### config.mk
export PLATFORM = sky130hd
export DESIGN_NAME = cal_weekday_resolver
export DESIGN_NICKNAME = d
export VERILOG_FILES = /design/src/rtl/cal_weekday_resolver.sv
export SDC_FILE = /design/constraint.sdc
export NUM_CORES = 1
export LEC_CHECK = 0
export CORE_MARGIN = 8
export CORE_UTILIZATION = 40
export DETAILED_ROUTE_END_ITERATION = 6
export SLEW_MARGIN = 20
export SYNTH_ARGS = -nofsm -noshare
export SYNTH_HDL_FRONTEND = slang
export SYNTH_SLANG_ARGS = --single-unit
### constraint.sdc
create_clock -name clk -period 10.52 [get_ports clk]
set_clock_uncertainty 0.05 [all_clocks]
set_input_delay 1.578 -clock clk [delete_from_list [all_inputs] [get_ports clk]]
set_output_delay 1.578 -clock clk [all_outputs]
set_load 0.03 [all_outputs]
### src/rtl/cal_weekday_resolver.sv
// Resolves (month, date) to weekday and day-of-year by walking prior months one per cycle.
// Seeds the calendar day register from a set date; start/busy/done handshake.
module cal_weekday_resolver #(
   parameter int unsigned LEAP = 0
) (
   input  logic       clk,
   input  logic       rst,
   input  logic       start,
   input  logic [2:0] anchor_day,
   input  logic [3:0] month,
   input  logic [4:0] date,
   output logic       busy,
   output logic       done,
   output logic       err,
   output logic [2:0] day_out,
   output logic [8:0] doy
);

   typedef enum logic [1:0] {
      S_IDLE,
      S_ACC,
      S_FIN,
      S_ERR
   } state_t;

   state_t      r_state, w_state_nxt;
   logic [3:0]  r_month, w_month_nxt;
   logic [4:0]  r_date, w_date_nxt;
   logic [3:0]  r_idx, w_idx_nxt;
   logic [8:0]  r_acc_doy, w_acc_doy_nxt;
   logic [2:0]  r_acc_wd, w_acc_wd_nxt;
   logic        r_busy, w_busy_nxt;
   logic        r_done, w_done_nxt;
   logic        r_err, w_err_nxt;
   logic [2:0]  r_day, w_day_nxt;
   logic [8:0]  r_doy, w_doy_nxt;

   logic [4:0]  w_len_in;
   logic        w_req_ok;
   logic [2:0]  w_anchor;
   logic [5:0]  w_acc_sum;
   logic [5:0]  w_fin_sum;

   function automatic logic [4:0] f_len(input logic [3:0] m);
      case (m)
         4'd1:                    f_len = (LEAP != 0) ? 5'd29 : 5'd28;
         4'd3, 4'd5, 4'd8, 4'd10: f_len = 5'd30;
         default:                 f_len = 5'd31;
      endcase
   endfunction

   function automatic logic [2:0] f_len_mod7(input logic [3:0] m);
      case (m)
         4'd1:                    f_len_mod7 = (LEAP != 0) ? 3'd1 : 3'd0;
         4'd3, 4'd5, 4'd8, 4'd10: f_len_mod7 = 3'd2;
         default:                 f_len_mod7 = 3'd3;
      endcase
   endfunction

   // Input never exceeds 36, so three compare/subtract stages bring it into 0..6.
   function automatic logic [2:0] f_mod7(input logic [5:0] s);
      logic [5:0] t;
      t = s;
      if (t >= 6'd28) t = t - 6'd28;
      if (t >= 6'd14) t = t - 6'd14;
      if (t >= 6'd7)  t = t - 6'd7;
      f_mod7 = t[2:0];
   endfunction

   assign w_len_in  = f_len(month);
   assign w_req_ok  = (month <= 4'd11) && (date < w_len_in);
   assign w_anchor  = (anchor_day == 3'd7) ? 3'd0 : anchor_day;
   assign w_acc_sum = {3'b000, r_acc_wd} + {3'b000, f_len_mod7(r_idx)};
   assign w_fin_sum = {3'b000, r_acc_wd} + {1'b0, r_date};

   // Next-state and next-output logic.
   always_comb begin
      w_state_nxt   = r_state;
      w_month_nxt   = r_month;
      w_date_nxt    = r_date;
      w_idx_nxt     = r_idx;
      w_acc_doy_nxt = r_acc_doy;
      w_acc_wd_nxt  = r_acc_wd;
      w_busy_nxt    = r_busy;
      w_done_nxt    = 1'b0;
      w_err_nxt     = r_err;
      w_day_nxt     = r_day;
      w_doy_nxt     = r_doy;

      case (r_state)
         S_IDLE: begin
            // The done cycle itself still counts as the tail of the previous request.
            if (start && !r_done) begin
               w_month_nxt   = month;
               w_date_nxt    = date;
               w_idx_nxt     = 4'd0;
               w_acc_doy_nxt = 9'd0;
               w_acc_wd_nxt  = w_anchor;
               w_err_nxt     = 1'b0;
               w_busy_nxt    = 1'b1;
               if (!w_req_ok)           w_state_nxt = S_ERR;
               else if (month == 4'd0)  w_state_nxt = S_FIN;
               else                     w_state_nxt = S_ACC;
            end
         end
         S_ACC: begin
            w_acc_doy_nxt = r_acc_doy + 9'(f_len(r_idx));
            w_acc_wd_nxt  = f_mod7(w_acc_sum);
            w_idx_nxt     = r_idx + 4'd1;
            if (r_idx + 4'd1 == r_month) w_state_nxt = S_FIN;
         end
         S_FIN: begin
            w_doy_nxt   = r_acc_doy + 9'(r_date);
            w_day_nxt   = f_mod7(w_fin_sum);
            w_done_nxt  = 1'b1;
            w_busy_nxt  = 1'b0;
            w_state_nxt = S_IDLE;
         end
         S_ERR: begin
            w_done_nxt  = 1'b1;
            w_err_nxt   = 1'b1;
            w_busy_nxt  = 1'b0;
            w_state_nxt = S_IDLE;
         end
         default: begin
            w_state_nxt = S_IDLE;
            w_busy_nxt  = 1'b0;
         end
      endcase
   end

   always_ff @(posedge clk) begin
      if (rst) begin
         r_state   <= S_IDLE;
         r_month   <= 4'd0;
         r_date    <= 5'd0;
         r_idx     <= 4'd0;
         r_acc_doy <= 9'd0;
         r_acc_wd  <= 3'd0;
         r_busy    <= 1'b0;
         r_done    <= 1'b0;
         r_err     <= 1'b0;
         r_day     <= 3'd0;
         r_doy     <= 9'd0;
      end else begin
         r_state   <= w_state_nxt;
         r_month   <= w_month_nxt;
         r_date    <= w_date_nxt;
         r_idx     <= w_idx_nxt;
         r_acc_doy <= w_acc_doy_nxt;
         r_acc_wd  <= w_acc_wd_nxt;
         r_busy    <= w_busy_nxt;
         r_done    <= w_done_nxt;
         r_err     <= w_err_nxt;
         r_day     <= w_day_nxt;
         r_doy     <= w_doy_nxt;
      end
   end

   assign busy    = r_busy;
   assign done    = r_done;
   assign err     = r_err;
   assign day_out = r_day;
   assign doy     = r_doy;

endmodule

Word-level counts from Yosys, hierarchy flattened:

Cells that the tools add are included.

* add/sub/neg operators: 11
* order comparisons: 8
* equal/unequal tests: 17
* mux-type cells: 31
* reductions and logical operators: 16

Operator list (count)
* two-way mux 6 bit: 8
* adder 9 x 5 -> 9 bit: 2
* case mux 9 bit (2 select lines): 1
* equality test 4 bit, second input constant: 4
* greater-or-equal comparator 6 x 3 -> 1 bit, second input constant: 2
* greater-or-equal comparator 6 x 4 -> 1 bit, second input constant: 2
* two-way mux 3 bit: 4
* case mux 2 bit (2 select lines): 3
* subtractor 6 x 4 -> 6 bit, second input constant: 2
* AND reduction 2 bit: 5
* two-way mux 9 bit: 1
* equality test 4 x 1 -> 1 bit, second input constant: 2
* equality test 4 x 2 -> 1 bit, second input constant: 2
* equality test 4 x 3 -> 1 bit, second input constant: 2
* two-way mux 2 bit: 4
* case mux 4 bit (2 select lines): 1
* OR reduction 4 bit: 2
* adder 3 x 5 -> 6 bit: 1
* greater-or-equal comparator 6 x 5 -> 1 bit, second input constant: 1
* case mux 2 bit (3 select lines): 1
* case mux 3 bit (2 select lines): 1
* nonzero test 2 bit: 3
* subtractor 3 bit, second input constant: 2
* subtractor 4 x 5 -> 6 bit, second input constant: 1
* other kinds (20): 26

* bits in registers: 42
* bits of input ports: 15
* output and inout bits: 15
* logic and storage cells: 94

Depth between registers and ports, before layout:

* word-level depth: 13
* gate-level depth with buffers: 17
* depth with buffers taken out: 17

Least setup slack after synthesis:

No wires, ideal clock.

* path kind: register -> register
* start point: reg r_acc_wd[1]
* end point: reg r_day[0], in the netlist day_out[0]
* setup time: 0.079 ns
* arrival time: 3.368 ns
* data required time: 10.391 ns
* setup slack: 7.023 ns
* cell stages (with the launch flop): 16
* buffers on the path: 0
* period minus slack after synthesis: 3.497 ns
* cell sequence: dfxtp_1 > ha_1 > a21o_1 > a21oi_1 > xnor2_1 > ha_1 > inv_1 > o22ai_1 > a211o_1 > xnor2_1 > ha_1 > o21ai_0 > mux2i_1 > a211o_1 > or3_1 > o211ai_1

* longest elaborated chain between the ends: 9
* elaborated cells on any way between the ends: 12
* those cells by class: 4 x add/sub; 3 x order compare; 5 x mux

Ends and longest elaborated chain
* from (decl): line 31 `logic [2:0] r_acc_wd, w_acc_wd_nxt;`
* from (signal assigned): line 151 `r_acc_wd <= w_acc_wd_nxt;`
* adder 3 x 5 -> 6 bit (*): line 74 `assign w_fin_sum = {3'b000, r_acc_wd} + {1'b0, r_date};`
* subtractor 6 x 5 -> 6 bit / greater-or-equal comparator 6 x 5 -> 1 bit (equally long branches): line 64 `if (t >= 6'd28) t = t - 6'd28;`
* two-way mux 6 bit (*): line 64
* two-way mux 6 bit (*): line 90 `case (r_state)`
* subtractor 6 x 4 -> 6 bit / greater-or-equal comparator 6 x 4 -> 1 bit (equally long branches): line 65 `if (t >= 6'd14) t = t - 6'd14;`
* two-way mux 6 bit (*): line 65
* two-way mux 6 bit (*): line 90
* greater-or-equal comparator 6 x 3 -> 1 bit / subtractor 3 bit (equally long branches): line 66 `if (t >= 6'd7) t = t - 6'd7;`
* two-way mux 3 bit (*): line 66
* to (signal assigned): line 155 `r_day <= w_day_nxt;`
* to (decl): line 35 `logic [2:0] r_day, w_day_nxt;`

Mark *: on every way between the ends. The rest lies on a longest branch, timed or not. The select of a mux whose other input is x is not followed.
A chain may end at the register's enable or synchronous reset.

Worst setup path after layout:

Same ends and word-level chain as after synthesis.

==> results.md <==
- Run status: finished, final reports clean
- Top post-synthesis cells by area: dfxtp_1 (30%), ha_1 (10%), nand2_1 (7.2%), a21oi_1 (5.8%), nor2_1 (3.1%)
- Pre-antenna DRT Iters: 4
- Share of cells above drive strength 1: roughly 5%
- Residual DRC: 0
- RSZ-0062 raised after global routing: false
- Worst-path fanout max: 7
- Hpwl dp: 4940 µm
- Sink Count: 42
- Finish-stage setup viols: 0
- Ys flop type: dfxtp_1
- Measured slew at the worst slew-check pin: ~900 ps
- WL met3: between 200 and 300 µm
- H-tree levels: 2
- CP Capture Type: flop
- CP cell instances: ha_1, a21o_1, a21oi_1, xnor2_1, ha_1, inv_1, o22ai_1, a211o_1, xnor2_1, ha_1, o21ai_0, mux2i_1, a211o_1, or3_1, o211ai_1
- Routed vias: 2527
- Mapped Area: 2830 µm²
- Nets: 421
- Num CTS Buffers: 5
- Non-filler cells in the finished layout: ~480
- DR WL met2: ~2800 µm
- Post_cts resized: 0
- Post-CTS setup buffer count: 0
- Fmax: 0.258 GHz
- Synthesized flop and latch total: 42
- Clock root cell: clkbuf_8
- Final hold vios: 0
- DRT iter0 DRCs: 145
- Hold Slack: 404 ps
- Final worst path period share: 36.8%
- Max-cap violations: 0
- Global-route wire length before repair: 11200 µm
- Starting density of the core: 41.4%
- Worst min-delay path class: flop to flop
- Top layer in use: met4
- GRT Residual Overflow: 0
- Final setup margin: 6650 ps
- Gr usage total: between 10% and 20%
- Post-synth EDFFs: 0
- Post-synthesis sequential area ratio: around 30%
- Hold Buf Count CTS: 0
- Slew Viols, Final: 0
- Layout area overhead: 16.1%
- Synth area leader: dfxtp_1
- DRT Wirelength: 6590 µm
- Setup TNS: 0 ps
- Core Region: 6830 µm²
- Die Span X: ~100 µm
- Yosys top cell area share: 29.7%
- Peak VDD IR: roughly 61 µV
- Startpoint Class: flop
- Crit path time final: 3870 ps
- GPL Wtd Cong: 0.838
- Number of buffers added on ports: 29
- Vias in the first global route: 2355
- Met1 wire length: 3370 µm
- Crit path arrival time: 4040 ps
- CP max-delay cell: dfxtp_1
- CP Data Required Time: 10690 ps
- Setup slack at placement: 6710 ps
- Rows: 30
- Die area: 10000 µm²
- Pin count of the biggest net entering global routing: between 40 and 50
- WS Path Type: flop to flop
- Slew margin rel.: around 40%
- Initial antenna violation count: 0
- WL per Instance: 13.9 µm
- CTS Buffer Depth: 2
- Overall power: ~480 µW
- DR vias/cell: between 5 and 6
- Cells after Synth: ~360
- Mean area per synthesized cell: 7.93 µm²
- Yosys cell types: 51
- Async SR Flop Fraction: 0%
- Crit path largest cell delay: 440 ps
- Most frequent CP cell: ha_1
- Post-DRT Antenna Nets: 0
- Leakage: 1.30 nW
- Die Span Y: 100 µm
- Inst Count DP: 468
- Clock-pin slew on the worst setup and hold paths: 90 ps
- Synth Net Count: about 400
- Worst-skew pair later-pin latency: 300 ps
- Diode count: 0
- # IOs: 30
- Yosys warning count: 0
- PD cells: 147 nW/µm²
- CTS tree: done
## cells in the mapped netlist, types with 2 or more instances
cell / number
nand4_1: 2
o211ai_1: 6
nand3b_1: 4
dfxtp_1: 42
nand2b_1: 7
inv_1: 19
a21o_1: 4
a22oi_1: 3
nor3b_1: 2
nand3_1: 10
o31ai_1: 4
ha_1: 23
a211o_1: 3
fa_1: 4
clkbuf_1: 17
xnor2_1: 9
a21oi_1: 33
a311oi_1: 3
xor2_1: 8
nand2_1: 54
mux2i_1: 3
o21a_1: 3
nor2_1: 23
nor3_1: 8
or3_1: 4
or2_2: 3
a2bb2oi_1: 2
o22ai_1: 4
nor4_1: 2
o21ai_0: 13
nor2b_1: 8
a211oi_1: 8
## routing by layer
metal / GRT usage [%] / up-vias
met3: 3.25 / 8
met4: 3.84 / 0
met5: 0 / -
met2: 21.7 / 48
met1: 17.9 / 1158
li1: - / 1313
## path summary, 6_finish.rpt
kind	end	cells past startpoint	from	slack [ps]
worst max-delay path	day_out[0]	15	r_acc_wd[1]	6650
worst min register to register	doy[3]	2	doy[3]	400
worst min-delay path	doy[3]	2	doy[3]	400
worst max register to register	day_out[0]	15	r_acc_wd[1]	6650
## flip-flops by register name (all words and copies together), names as in the netlist
register,flops
r_state,2
doy,9
r_month,4
done,1
r_idx,4
day_out,3
r_acc_doy,9
r_date,5
r_acc_wd,3
err,1
busy,1
## stage by stage
step	utilization (%)	area, µm²
global placement	46.8	3200
global route	48.1	3290
detailed placement	46.8	3200
finish	48.1	3290
CTS	48.1	3290
floorplan	-	2830
## worst max-delay path: cells and delay by family (launching register included)
family	cells	cell delay, ps
buffers and inverters	1	170
xor gates and xnor gates	2	330
AOI/OAI and AO/OA	7	1510
and+or+nand+nor	1	390
muxes	1	90
DFF	1	440
adders and majority gates	3	820
## layout make-up
| class | instances | area (µm²) |
|---|---|---|
| inverter | 19 | 71.3 |
| clock buffer | 5 | 68.8 |
| multi-input combinational | 279 | 1850 |
| fill | 694 | 3540 |
| sequential | 42 | 841 |
| clock inverter | 3 | 18.8 |
| tap | 96 | 120 |
| timing repair buffer | 32 | 313 |
## cells by family after synthesis
logic type	count (synthesis)	share of synthesized area (%)
flip-flops	42	29.7
AND/OR/NAND/NOR	131	21.9
buffers and inverters	36	4.77
AO/OA/AOI/OAI	98	22.8
multiplexers	4	1.59
adder cells (fa/ha/maj)	28	13.4
XOR/XNOR	18	5.84
## where the power goes
part | internal, mW | switching [mW] | leakage [nW]
clock network | 0.0468 | 0.0605 | 0.0483
registers | 0.173 | 0.0178 | 0.342
logic | 0.0777 | 0.105 | 0.906
total | 0.298 | 0.184 | 1.30
## cells in the final DEF (no fill, tap or decap), types with 4 or more instances in the layout
cell type        Yosys  layout
a211oi_1             8       8
a21o_1               4       4
a21oi_1             33      33
clkbuf_8             0       5
clkdlybuf4s50_1      0      29
dfxtp_1             42      42
fa_1                 4       4
ha_1                23      23
inv_1               19      19
nand2_1             54      54
nand2b_1             7       7
nand3_1             10      10
nand3b_1             4       4
nor2_1              23      23
nor2b_1              8       8
nor3_1               8       8
o211ai_1             6       6
o21ai_0             13      13
o22ai_1              4       4
o31ai_1              4       4
or3_1                4       4
xnor2_1              9       9
xor2_1               8       8
(Power assumes the default switching activity.)
